==> config.mk <==
export PLATFORM = sky130hd
export DESIGN_NAME = serial_addsub_ctrl
export DESIGN_NICKNAME = d
export VERILOG_FILES = /design/src/rtl/serial_addsub_ctrl.sv
export SDC_FILE = /design/constraint.sdc
export NUM_CORES = 1
export LEC_CHECK = 0
export CELL_PAD_IN_SITES_DETAIL_PLACEMENT = 1
export CELL_PAD_IN_SITES_GLOBAL_PLACEMENT = 1
export CORE_MARGIN = 2
export CORE_UTILIZATION = 34
export DETAILED_ROUTE_END_ITERATION = 16
export PLACE_DENSITY_LB_ADDON = 0.1
export SLEW_MARGIN = 20
export SYNTH_ARGS = -nofsm -noshare
export SYNTH_HDL_FRONTEND = slang
export SYNTH_HIERARCHICAL = 1
export SYNTH_SLANG_ARGS = --single-unit
==> constraint.sdc <==
create_clock -name clk -period 2.25 [get_ports clk]
set_input_delay 0.45 -clock clk [delete_from_list [all_inputs] [get_ports clk]]
set_output_delay 0.45 -clock clk [all_outputs]
set_load 0.02 [all_outputs]
==> src/rtl/serial_addsub_ctrl.sv <==
// serial_addsub_ctrl: 16-bit add/subtract sequenced as four 4-bit nibbles,
// least significant first, through one nibble datapath with a registered carry.

// Nibble add/sub datapath with explicit carry-in; also exposes the carry into
// bit 3 so the caller can derive signed overflow on the top nibble.
module serial_addsub_nibble (
  input  logic [3:0] a,
  input  logic [3:0] b,
  input  logic       sub,
  input  logic       cin,
  output logic [3:0] s,
  output logic       cout,
  output logic       c3
);

  logic [3:0] bx;
  logic [4:0] sum5;
  logic [3:0] low4;

  // Combinational nibble sum with B conditionally inverted for subtract
  always_comb begin
    bx   = b ^ {4{sub}};
    sum5 = {1'b0, a} + {1'b0, bx} + {4'b0000, cin};
    low4 = {1'b0, a[2:0]} + {1'b0, bx[2:0]} + {3'b000, cin};
    s    = sum5[3:0];
    cout = sum5[4];
    c3   = low4[3];
  end

endmodule

module serial_addsub_ctrl (
  input  logic        clk,
  input  logic        rst,
  input  logic        start,
  input  logic [15:0] a,
  input  logic [15:0] b,
  input  logic        sub,
  output logic        busy,
  output logic        done,
  output logic [15:0] result,
  output logic        carry_out,
  output logic        overflow
);

  typedef enum logic [1:0] {
    IDLE = 2'd0,
    RUN  = 2'd1,
    FIN  = 2'd2
  } state_t;

  state_t      state;
  logic [1:0]  idx;
  logic [15:0] a_q;
  logic [15:0] b_q;
  logic        sub_q;
  logic        c;

  logic [3:0]  nib_s;
  logic        nib_cout;
  logic        nib_c3;

  serial_addsub_nibble u_nibble (
    .a    (a_q[3:0]),
    .b    (b_q[3:0]),
    .sub  (sub_q),
    .cin  (c),
    .s    (nib_s),
    .cout (nib_cout),
    .c3   (nib_c3)
  );

  // Sequencer: accept a request, run four nibbles, then pulse done for one cycle
  always_ff @(posedge clk) begin
    if (rst) begin
      state     <= IDLE;
      idx       <= '0;
      a_q       <= '0;
      b_q       <= '0;
      sub_q     <= 1'b0;
      c         <= 1'b0;
      busy      <= 1'b0;
      done      <= 1'b0;
      result    <= '0;
      carry_out <= 1'b0;
      overflow  <= 1'b0;
    end else begin
      case (state)
        IDLE, FIN: begin
          done <= 1'b0;
          if (start) begin
            a_q   <= a;
            b_q   <= b;
            sub_q <= sub;
            c     <= sub;
            idx   <= '0;
            busy  <= 1'b1;
            state <= RUN;
          end else begin
            busy  <= 1'b0;
            state <= IDLE;
          end
        end
        RUN: begin
          result[{idx, 2'b00} +: 4] <= nib_s;
          c   <= nib_cout;
          a_q <= a_q >> 4;
          b_q <= b_q >> 4;
          idx <= idx + 2'd1;
          if (idx == 2'd3) begin
            carry_out <= nib_cout;
            overflow  <= nib_cout ^ nib_c3;
            busy      <= 1'b0;
            done      <= 1'b1;
            state     <= FIN;
          end
        end
        default: begin
          busy  <= 1'b0;
          done  <= 1'b0;
          state <= IDLE;
        end
      endcase
    end
  end

endmodule

==> results.sh, run 1 <==
export IMPL_synth_area_per_cell_um2=8.961
export IMPL_yosysUniqueCellTypes=39
export IMPL_arrival_ps=2470
export IMPL_tightest_slew_ps=447.8
export IMPL_cp_start_kind="flop"
export IMPL_antenna_left=0
export IMPL_fp_dieW_um=90.52
export IMPL_viasPerCell=5.155
export IMPL_synthTopCellsByArea="dfxtp_1, nor3_1, o22ai_1"
export IMPL_nets=383
export IMPL_grt_usage=0.1737
export IMPL_ir_drop_mv=0.3067
export IMPL_clock_latency_ps=350
export IMPL_fill_cells=837
export IMPL_drt_iter0_drc=67
export IMPL_vias=2268
export IMPL_drt_pass1_iterations=4
export IMPL_path_cells="xor2_2, fa_2, fa_2, xor2_2, inv_1, or4_1, a21oi_2"
export IMPL_overflow=0
export IMPL_route_detailed_drc=0
export IMPL_r2r_start="sub_q$_SDFFE_PP0P_"
export IMPL_hold_path_class="flop to flop"
export IMPL_htreeDepth=3
export IMPL_start_util=0.3509
export IMPL_area_growth_pct=35.50
export IMPL_die_height_um=90.52
export IMPL_post_synth_top_area_cell="dfxtp_1"
export IMPL_antennaDiodeCount=0
export IMPL_rsz0062_at_grt="false"
export IMPL_path_max_fanout=2
export IMPL_cts_tree="done"
export IMPL_antenna_found_initial=0
export IMPL_dieArea_um2=8193
export IMPL_cp_slowest_cell="or4_1"
export IMPL_startpoint="sub_q$_SDFFE_PP0P_"
export IMPL_end_kind="flop"
export IMPL_crit_buf_inv=1
export IMPL_numPortBuffers=55
export IMPL_final_hold_viol_count=0
export IMPL_seq_area_frac_synth=0.4562
export IMPL_grt_pass1_vias=2317
export IMPL_status="completed"
export IMPL_ys_seq_elements=58
export IMPL_yosys_area_top_type_share=0.4562
export IMPL_num_rows=31
export IMPL_crit_type="flop to flop"
export IMPL_drv_cap=0
export IMPL_ios=56
export IMPL_p_leak_nw=1.284
export IMPL_numClockSinks=58
export IMPL_cpPeakStageDelay_ps=480
export IMPL_drive_above_1_share=0.1378
export IMPL_hpwl_um=4659
export IMPL_drt_total_wl_um=6841
export IMPL_period_share=0.9703
export IMPL_final_cell_count_no_fill=440
export IMPL_root_buffer="clkbuf_8"
export IMPL_cts_buffers_inserted=9
export IMPL_wl_per_cell_um=15.55
export IMPL_fmaxAchievable_ghz=0.4580
export IMPL_finClkSkew_ps=9.318
export IMPL_final_cell_mix="dfxtp_1, clkdlybuf4s50_1, nor3_1"
export IMPL_setup_viol=0
export IMPL_grt_pass1_wl_um=11290
export IMPL_core_um2=7253
export IMPL_synth_cells=284
export IMPL_syn_area_um2=2545
export IMPL_min_from="result[13]$_SDFFE_PP0P_"
export IMPL_cts_buffer_depth=2
export IMPL_cp_required_ps=2530
export IMPL_place_gp_congestion=0.7755
export IMPL_timing_max_transition_violations_final=0
export IMPL_slew_headroom=0.6990
export IMPL_finalPower_w=0.002677
export IMPL_cp_top_family="adder cells"
export IMPL_grt_max_degree=45
export IMPL_final_common_cell="dfxtp_1"
export IMPL_clk_pin_slew_worst_paths_ps=70
export IMPL_synth_warnings=6
export IMPL_dp_cells=424
export IMPL_p_per_area_nw_per_um2=776.2
export IMPL_syn_num_nets=330
export IMPL_fin_crit_ps=2183
==> path summary, 6_finish.rpt <==
kind	endpoint	slack, ps	cells after the start
worst min-delay path	result[13]$_SDFFE_PP0P_	450	2
worst max register to register	result[6]$_SDFFE_PP0P_	70	7
worst min register to register	result[13]$_SDFFE_PP0P_	450	2
worst max-delay path	result[6]$_SDFFE_PP0P_	70	7
==> metal layers <==
metal	track usage	wire [um]	vias up
li1	-	-	1137
met1	0.2049	3078	1071
met2	0.2954	3356	48
met3	0.03756	252	12
met4	0.08974	153	0
met5	0	0	-
==> per-stage QoR <==
stage	setup slack [ps]	instance area, um^2	setup TNS [ps]	utilization	hold WS [ps]
2_1_floorplan	23.30	2546	0	-	448.0
3_3_place_gp	4.877	3191	0	0.4399	442.5
3_5_place_dp	-90.46	3191	-90.46	0.4399	447.7
4_1_cts	11.09	3422	0	0.4718	458.7
5_1_grt	2.234	3448	0	0.4754	481.1
6_report	66.73	3448	0	0.4754	453.3
==> kinds of logic after synthesis <==
kind of cell / after synthesis / synth area share
AO/OA/AOI/OAI: 59 / 0.1495
flip-flops: 58 / 0.4562
XOR/XNOR: 7 / 0.02409
buffers and inverters: 31 / 0.06195
adder cells (fa/ha/maj): 10 / 0.05507
AND/OR/NAND/NOR: 119 / 0.2532
==> state kept, by name, summed over array words and instances (netlist names) <==
signal and cells:
c 1, overflow 1, carry_out 1, b_q 16
a_q 16, busy 1, result 16, idx 2
state 2, done 1, sub_q 1
==> cells in the mapped netlist, drive strengths merged <==
library cell,count
nor4,1
a31oi,1
and3b,2
nor3,49
o41ai,2
a31o,4
clkbuf,2
o21a,1
xor2,6
nand3b,7
and2,1
or4,2
nand4,3
o31ai,2
ha,8
and2b,1
nor2,7
o22ai,24
xnor2,1
fa,2
a211oi,1
dfxtp,58
nor2b,1
buf,23
nand3,14
nand2,20
nor3b,4
nand2b,7
o32ai,4
inv,6
a21o,2
a21oi,18
==> area by class of cell <==
class | instances | area [um^2] | share of cell area
clock inverter | 2 | 35.03 | 0.01016
multi-input combinational | 195 | 1275 | 0.3697
clock buffer | 13 | 168.9 | 0.04898
inverter | 6 | 22.52 | 0.006531
sequential | 58 | 1162 | 0.3371
tap | 99 | 123.9 | 0.03592
timing repair buffer | 67 | 660.6 | 0.1916
==> where the power goes <==
| part | internal (W) | total, W | leakage [nW] | switching, W |
|---|---|---|---|---|
| Clock | 0.000595 | 0.00102 | 0.106 | 0.000422 |
| Sequential | 0.00109 | 0.00114 | 0.476 | 0.0000445 |
| Combinational | 0.000245 | 0.000521 | 0.703 | 0.000276 |
| Total | 0.00193 | 0.00268 | 1.28 | 0.000742 |
==> timing repair <==
action                                  in CTS  in global routing
hold buffers                                 0                  0
gates resized for setup                      4                  4
gates cloned                                 0                  0
setup buffers                                1                  0
pin swaps                                    6                  2
endpoints found under the setup margin       1                  6
==> worst min-delay path: stages (launching register included) <==
cell,delay (ps)
dfxtp_1,310
nand2_1,50
a21oi_1,50
No activity file was read; power rests on OpenSTA's default activity.
==> run 2, diff against run 1 <==
--- a/config.mk
+++ b/config.mk
@@ -5,6 +5,7 @@
 export SDC_FILE = /design/constraint.sdc
 export NUM_CORES = 1
 export LEC_CHECK = 0
+export ABC_CLOCK_PERIOD_IN_PS = 2250
 export CELL_PAD_IN_SITES_DETAIL_PLACEMENT = 1
 export CELL_PAD_IN_SITES_GLOBAL_PLACEMENT = 1
 export CORE_MARGIN = 2
==> results of run 2 <==
No change in the layout: final DEF, timing and power equal those of run 1.
